--- src/rtl/csr_arb_pkg.sv ---
// Shared types and width helpers for the CSR bus arbiter.
package csr_arb_pkg;

    typedef enum logic [1:0] {
        IDLE,
        ISSUE,
        WAIT,
        RESP
    } arb_state_e;

    localparam int CSR_ADDR_W = 12;
    localparam int CSR_DATA_W = 32;

    // Index width that stays at least one bit wide for tiny requester counts.
    function automatic int id_width(input int n);
        return (n <= 2) ? 1 : $clog2(n);
    endfunction

endpackage

--- src/rtl/rr_arbiter.sv ---
// Combinational round-robin pick: first requester at or after the pointer, wrapping.
module rr_arbiter
    import csr_arb_pkg::*;
#(
    parameter  int N   = 2,
    localparam int IDW = id_width(N)
) (
    input  logic [N-1:0]   req_i,
    input  logic [IDW-1:0] ptr_i,
    output logic [N-1:0]   grant_o,
    output logic [IDW-1:0] idx_o,
    output logic           any_o
);

    logic [IDW-1:0] cand;

    // NOTE: every output and temporary gets a value before the search so no latch is inferred.
    always_comb begin
        grant_o = '0;
        idx_o   = '0;
        any_o   = 1'b0;
        cand    = ptr_i;
        for (int i = 0; i < N; i++) begin
            if (!any_o && req_i[cand]) begin
                any_o         = 1'b1;
                grant_o[cand] = 1'b1;
                idx_o         = cand;
            end
            cand = (cand == IDW'(N - 1)) ? '0 : cand + 1'b1;
        end
    end

endmodule

--- src/rtl/csr_bus_arbiter.sv ---
// Shares one registered-read CSR bus among N_REQ valid/ready requesters, one
// transaction in flight, round-robin between requesters.
module csr_bus_arbiter
    import csr_arb_pkg::*;
#(
    parameter int N_REQ  = 2,
    parameter int ADDR_W = CSR_ADDR_W,
    parameter int DATA_W = CSR_DATA_W
) (
    input  logic                      clk,
    input  logic                      rst,
    input  logic [N_REQ-1:0]          req_valid,
    output logic [N_REQ-1:0]          req_ready,
    input  logic [N_REQ-1:0]          req_we,
    input  logic [N_REQ*ADDR_W-1:0]   req_addr,
    input  logic [N_REQ*DATA_W-1:0]   req_wdata,
    output logic [N_REQ-1:0]          rsp_valid,
    output logic [DATA_W-1:0]         rsp_rdata,
    output logic                      bus_en,
    output logic                      bus_we,
    output logic [ADDR_W-1:0]         bus_addr,
    output logic [DATA_W-1:0]         bus_wdata,
    input  logic [DATA_W-1:0]         bus_rdata
);

    localparam int IDW = id_width(N_REQ);

    arb_state_e         state_q, state_d;
    logic [IDW-1:0]     ptr_q, ptr_d;
    logic [IDW-1:0]     gid_q, gid_d;
    logic               bus_en_q, bus_en_d;
    logic               bus_we_q, bus_we_d;
    logic [ADDR_W-1:0]  bus_addr_q, bus_addr_d;
    logic [DATA_W-1:0]  bus_wdata_q, bus_wdata_d;
    logic [N_REQ-1:0]   rsp_valid_q, rsp_valid_d;
    logic [DATA_W-1:0]  rsp_rdata_q, rsp_rdata_d;

    logic [N_REQ-1:0]   gnt_oh;
    logic [N_REQ-1:0]   ready_c;
    logic [IDW-1:0]     gnt_idx;
    logic               gnt_any;
    logic [ADDR_W-1:0]  addr_arr  [N_REQ];
    logic [DATA_W-1:0]  wdata_arr [N_REQ];

    always_comb begin
        for (int i = 0; i < N_REQ; i++) begin
            addr_arr[i]  = req_addr[i*ADDR_W +: ADDR_W];
            wdata_arr[i] = req_wdata[i*DATA_W +: DATA_W];
        end
    end

    rr_arbiter #(.N(N_REQ)) u_rr (
        .req_i   (req_valid),
        .ptr_i   (ptr_q),
        .grant_o (gnt_oh),
        .idx_o   (gnt_idx),
        .any_o   (gnt_any)
    );

    always_comb begin
        state_d     = state_q;
        ptr_d       = ptr_q;
        gid_d       = gid_q;
        bus_en_d    = 1'b0;
        bus_we_d    = bus_we_q;
        bus_addr_d  = bus_addr_q;
        bus_wdata_d = bus_wdata_q;
        rsp_valid_d = '0;
        rsp_rdata_d = rsp_rdata_q;
        ready_c     = '0;
        unique case (state_q)
            IDLE: begin
                if (gnt_any) begin
                    ready_c     = gnt_oh;
                    gid_d       = gnt_idx;
                    ptr_d       = (gnt_idx == IDW'(N_REQ - 1)) ? '0 : gnt_idx + 1'b1;
                    bus_en_d    = 1'b1;
                    bus_we_d    = req_we[gnt_idx];
                    bus_addr_d  = addr_arr[gnt_idx];
                    bus_wdata_d = wdata_arr[gnt_idx];
                    state_d     = ISSUE;
                end
            end
            ISSUE: begin
                // Writes skip WAIT: the ack is raised straight after the strobe.
                if (bus_we_q) begin
                    rsp_valid_d = N_REQ'(1) << gid_q;
                    state_d     = RESP;
                end else begin
                    state_d     = WAIT;
                end
            end
            WAIT: begin
                rsp_rdata_d = bus_rdata;
                rsp_valid_d = N_REQ'(1) << gid_q;
                state_d     = RESP;
            end
            RESP: state_d = IDLE;
            default: state_d = IDLE;
        endcase
    end

    assign req_ready = ready_c & {N_REQ{~rst}};

    // NOTE: sequential state uses non-blocking assignments so every register samples pre-edge values.
    always_ff @(posedge clk or posedge rst) begin
        if (rst) begin
            state_q     <= IDLE;
            ptr_q       <= '0;
            gid_q       <= '0;
            bus_en_q    <= 1'b0;
            bus_we_q    <= 1'b0;
            bus_addr_q  <= '0;
            bus_wdata_q <= '0;
            rsp_valid_q <= '0;
            rsp_rdata_q <= '0;
        end else begin
            state_q     <= state_d;
            ptr_q       <= ptr_d;
            gid_q       <= gid_d;
            bus_en_q    <= bus_en_d;
            bus_we_q    <= bus_we_d;
            bus_addr_q  <= bus_addr_d;
            bus_wdata_q <= bus_wdata_d;
            rsp_valid_q <= rsp_valid_d;
            rsp_rdata_q <= rsp_rdata_d;
        end
    end

    assign bus_en    = bus_en_q;
    assign bus_we    = bus_we_q;
    assign bus_addr  = bus_addr_q;
    assign bus_wdata = bus_wdata_q;
    assign rsp_valid = rsp_valid_q;
    assign rsp_rdata = rsp_rdata_q;

endmodule

--- config.mk ---
export PLATFORM = sky130hd
export DESIGN_NAME = csr_bus_arbiter
export DESIGN_NICKNAME = d
export VERILOG_FILES = /design/src/rtl/csr_arb_pkg.sv /design/src/rtl/rr_arbiter.sv /design/src/rtl/csr_bus_arbiter.sv
export SDC_FILE = /design/constraint.sdc
export NUM_CORES = 1
export LEC_CHECK = 0
export BUFFER_PORTS_ARGS = -buffer_cell sky130_fd_sc_hd__buf_2
export CORE_MARGIN = 2
export CORE_UTILIZATION = 48
export CTS_BUF_LIST = sky130_fd_sc_hd__clkbuf_8
export DETAILED_ROUTE_END_ITERATION = 8
export PLACE_DENSITY = 0.95
export SLEW_MARGIN = 20
export SYNTH_ARGS = -nofsm -noshare
export SYNTH_HDL_FRONTEND = slang
export SYNTH_SLANG_ARGS = --single-unit
--- constraint.sdc ---
create_clock -name clk -period 6.85 [get_ports clk]
set_input_delay 1.37 -clock clk [delete_from_list [all_inputs] [get_ports clk]]
set_output_delay 1.37 -clock clk [all_outputs]
set_load 0.01 [all_outputs]
==> metrics <==
largest net degree at the start of global routing=49; Skew-Pair Late Insertion Delay=0.34 ns; most frequent cells in the layout=buf_2 (207), dfrtp_1 (84), and2_1 (46), a221o_1 (44), mux2_2 (32); Top Ports=208; Tot Pwr=2.28 mW; Synth Cell Area=0.00353 mm²; Synth Flop Type=dfrtp_1; total die area=0.00806 mm²; critical path launch point type=input port; via count=2890; XOR/XNOR Fraction of Synth Area=0%; die width=89.8 µm; DR WL/cell=15.9 µm; ys async rst share=100%; fin crit share=57.6%; leakage power=2.52 nW; hold_ws=0.460 ns; main combinational cell family by area after synthesis=compound AO/OA/AOI/OAI gates; Tmin final=3.95 ns; CP endpoint kind=output port; CP arrival=2.58 ns; r2r startpoint=state_q[0]; Crit path max-delay family=buffers and inverters; Worst Path Buf+Inv=3; RSZ-0062 raised after global routing=false; pwr/cell area=469 mW/mm²; final WL=8900 µm; IO Port Bufs=207; pre-CTS setup slack=2.64 ns; Setup Fix Bufs, Post-CTS=0; Slew headroom=49.7%; sequential power share=38.0%; Remaining Overflow, GRT=0; post-synth cell types=26; Worst Slack Setup Final=2.90 ns; Setup CP Type=in2out; first-pass GRT wire length=14300 µm; chip height=89.8 µm; Worst Hold Launch=gid_q; crit-path most repeated cell=buf_2; final core occ=67.7%; Slew @ Worst Pin=0.753 ns; outcome=finished, final reports clean; CTS resizes=0; core area=0.00718 mm²; Site Rows=31; final net count=587; Clock Sinks=84; Hold Crit Class=reg2reg; Final HPWL DP=6460 µm; syn nets=383; syn avg cell area=14.0 µm²; CTS Buf Count=9; Gate power share=43.8%; slowest CP cell=clkinv_2; Fmax=253 MHz; initial core utilization=49.2%; Sw Ratio=34.0%; # hold bufs at CTS=0; flops & latches, synth=84; Synth Area in Adders=1.77%; worst reg2reg setup slack=4.96 ns; # fillers=523; max incr delay on CP=0.57 ns; # DRC=0; Slew Limit Fails=0; Clock Tree Buf Depth=2; Placed Area=0.00460 mm²; Post-synth EDFFs=0; final setup vio count=0; layout cells sized above 1=57.4%; Hold Vio Cnt, Final=0; Total GRT Usage=22.0%; peak supply drop=0.219 mV; router iterations before antenna repair=5; CP Cell Sequence=buf_2 -> clkinv_2 -> and2_1 -> buf_2; largest fanout on the critical path=47; root buffer cell=clkbuf_8; Placer Congestion=0.760; placed cells=543; Final Skew=0.0100 ns; Final Instance Area=0.00486 mm²; complex-gate fraction of the synthesized area=14.8%; Yosys Warn Count=0; WHS Path Cells=1; final non-filler cell total=559; Worst Setup SP=rst; multiplexer share of the synthesized area=10.2%; P&R area growth vs syn=37.6%; antenna violations before repair=0; NetSw=776 µW; most common cell after layout, fill and taps aside=buf_2; H-tree depth=3; ANT cells=0; Cells after Synth=252; Int Pwr=1.50 mW; Crit path required time=5.48 ns; max-cap violations=0; Clock transition at path regs=0.09 ns; simple-gate portion of the synthesized area=9.56%; clock power share=18.2%; DR vias/cell=5.17; vias in the first global route=3020; CTS tree=built; Worst Reg-to-Reg Cells=6; Seq/Total Area, Yosys=59.5%; CP Depth=4; antenna-violating nets left=0; initial detailed-routing violation count=112; final setup TNS=0 ns
==> worst paths after layout <==
| path | endpoint |
|---|---|
| max in group asynchronous | ptr_q |
| min | rsp_valid[0] |
| max reg2reg | bus_addr[9] |
| min in group asynchronous | rsp_rdata[2] |
| min reg2reg | rsp_valid[0] |
| max | req_ready[0] |
==> cell type report <==
class | count | area (µm²) | share of cell area [%]
Clock inverter | 6 | 113 | 2.32
Clock buffer | 9 | 124 | 2.55
Inverter | 4 | 16.3 | 0.335
Timing Repair Buffer | 211 | 1090 | 22.3
Tap cell | 99 | 124 | 2.55
Multi-Input combinational cell | 146 | 1300 | 26.7
Sequential cell | 84 | 2100 | 43.2
==> power by group through the flow <==
stage          clock [mW]  combinational [mW]  sequential (mW)
3_3_place_gp            0               0.962            0.859
5_1_grt             0.441                1.09            0.897
6_report            0.414                1.00            0.867
3_5_place_dp            0                1.00            0.870
4_1_cts             0.424                1.00            0.867
2_1_floorplan           0               0.529            0.972
==> Yosys cell counts, types with 2 or more instances <==
cell	number	share of area (%)
buf_8	4	1.7
and2_1	46	8.1
ha_1	5	1.8
dfrtp_1	84	60
inv_1	4	0.42
buf_2	8	1.1
a221o_1	44	12
clkbuf_1	5	0.53
mux2_2	32	10
o21ai_0	2	0.28
nand2_1	2	0.21
a21o_1	2	0.42
==> logic make-up after synthesis <==
kind of cell | after synthesis
AO/OA/AOI/OAI | 56
buffers and inverters | 22
adder cells (fa/ha/maj) | 5
AND/OR/NAND/NOR | 53
flip-flops | 84
multiplexers | 32
==> worst reg2reg max path: stages (launching register included) <==
cell	delay [ns]
dfrtp_1	0.40
inv_1	0.15
ha_1	0.26
nand2_1	0.12
a21oi_4	0.46
buf_16	0.25
a221o_1	0.18
==> metal layers <==
metal | wire [µm] | GRT usage, % | part of all wire (%) | vias to the layer above
met5 | 0 | 0 | 0 | -
met4 | 121 | 6.92 | 1.4 | 0
met3 | 685 | 6.20 | 7.7 | 14
met2 | 4450 | 38.4 | 50 | 156
met1 | 3640 | 26.4 | 41 | 1379
li1 | - | - | - | 1341
==> state kept, by name (all words and copies together), names as in the netlist <==
register,flops
bus_addr,12
bus_en,1
bus_wdata,32
bus_we,1
gid_q,1
ptr_q,1
rsp_rdata,32
rsp_valid,2
state_q,2
No activity file was read; power rests on OpenSTA's default activity.
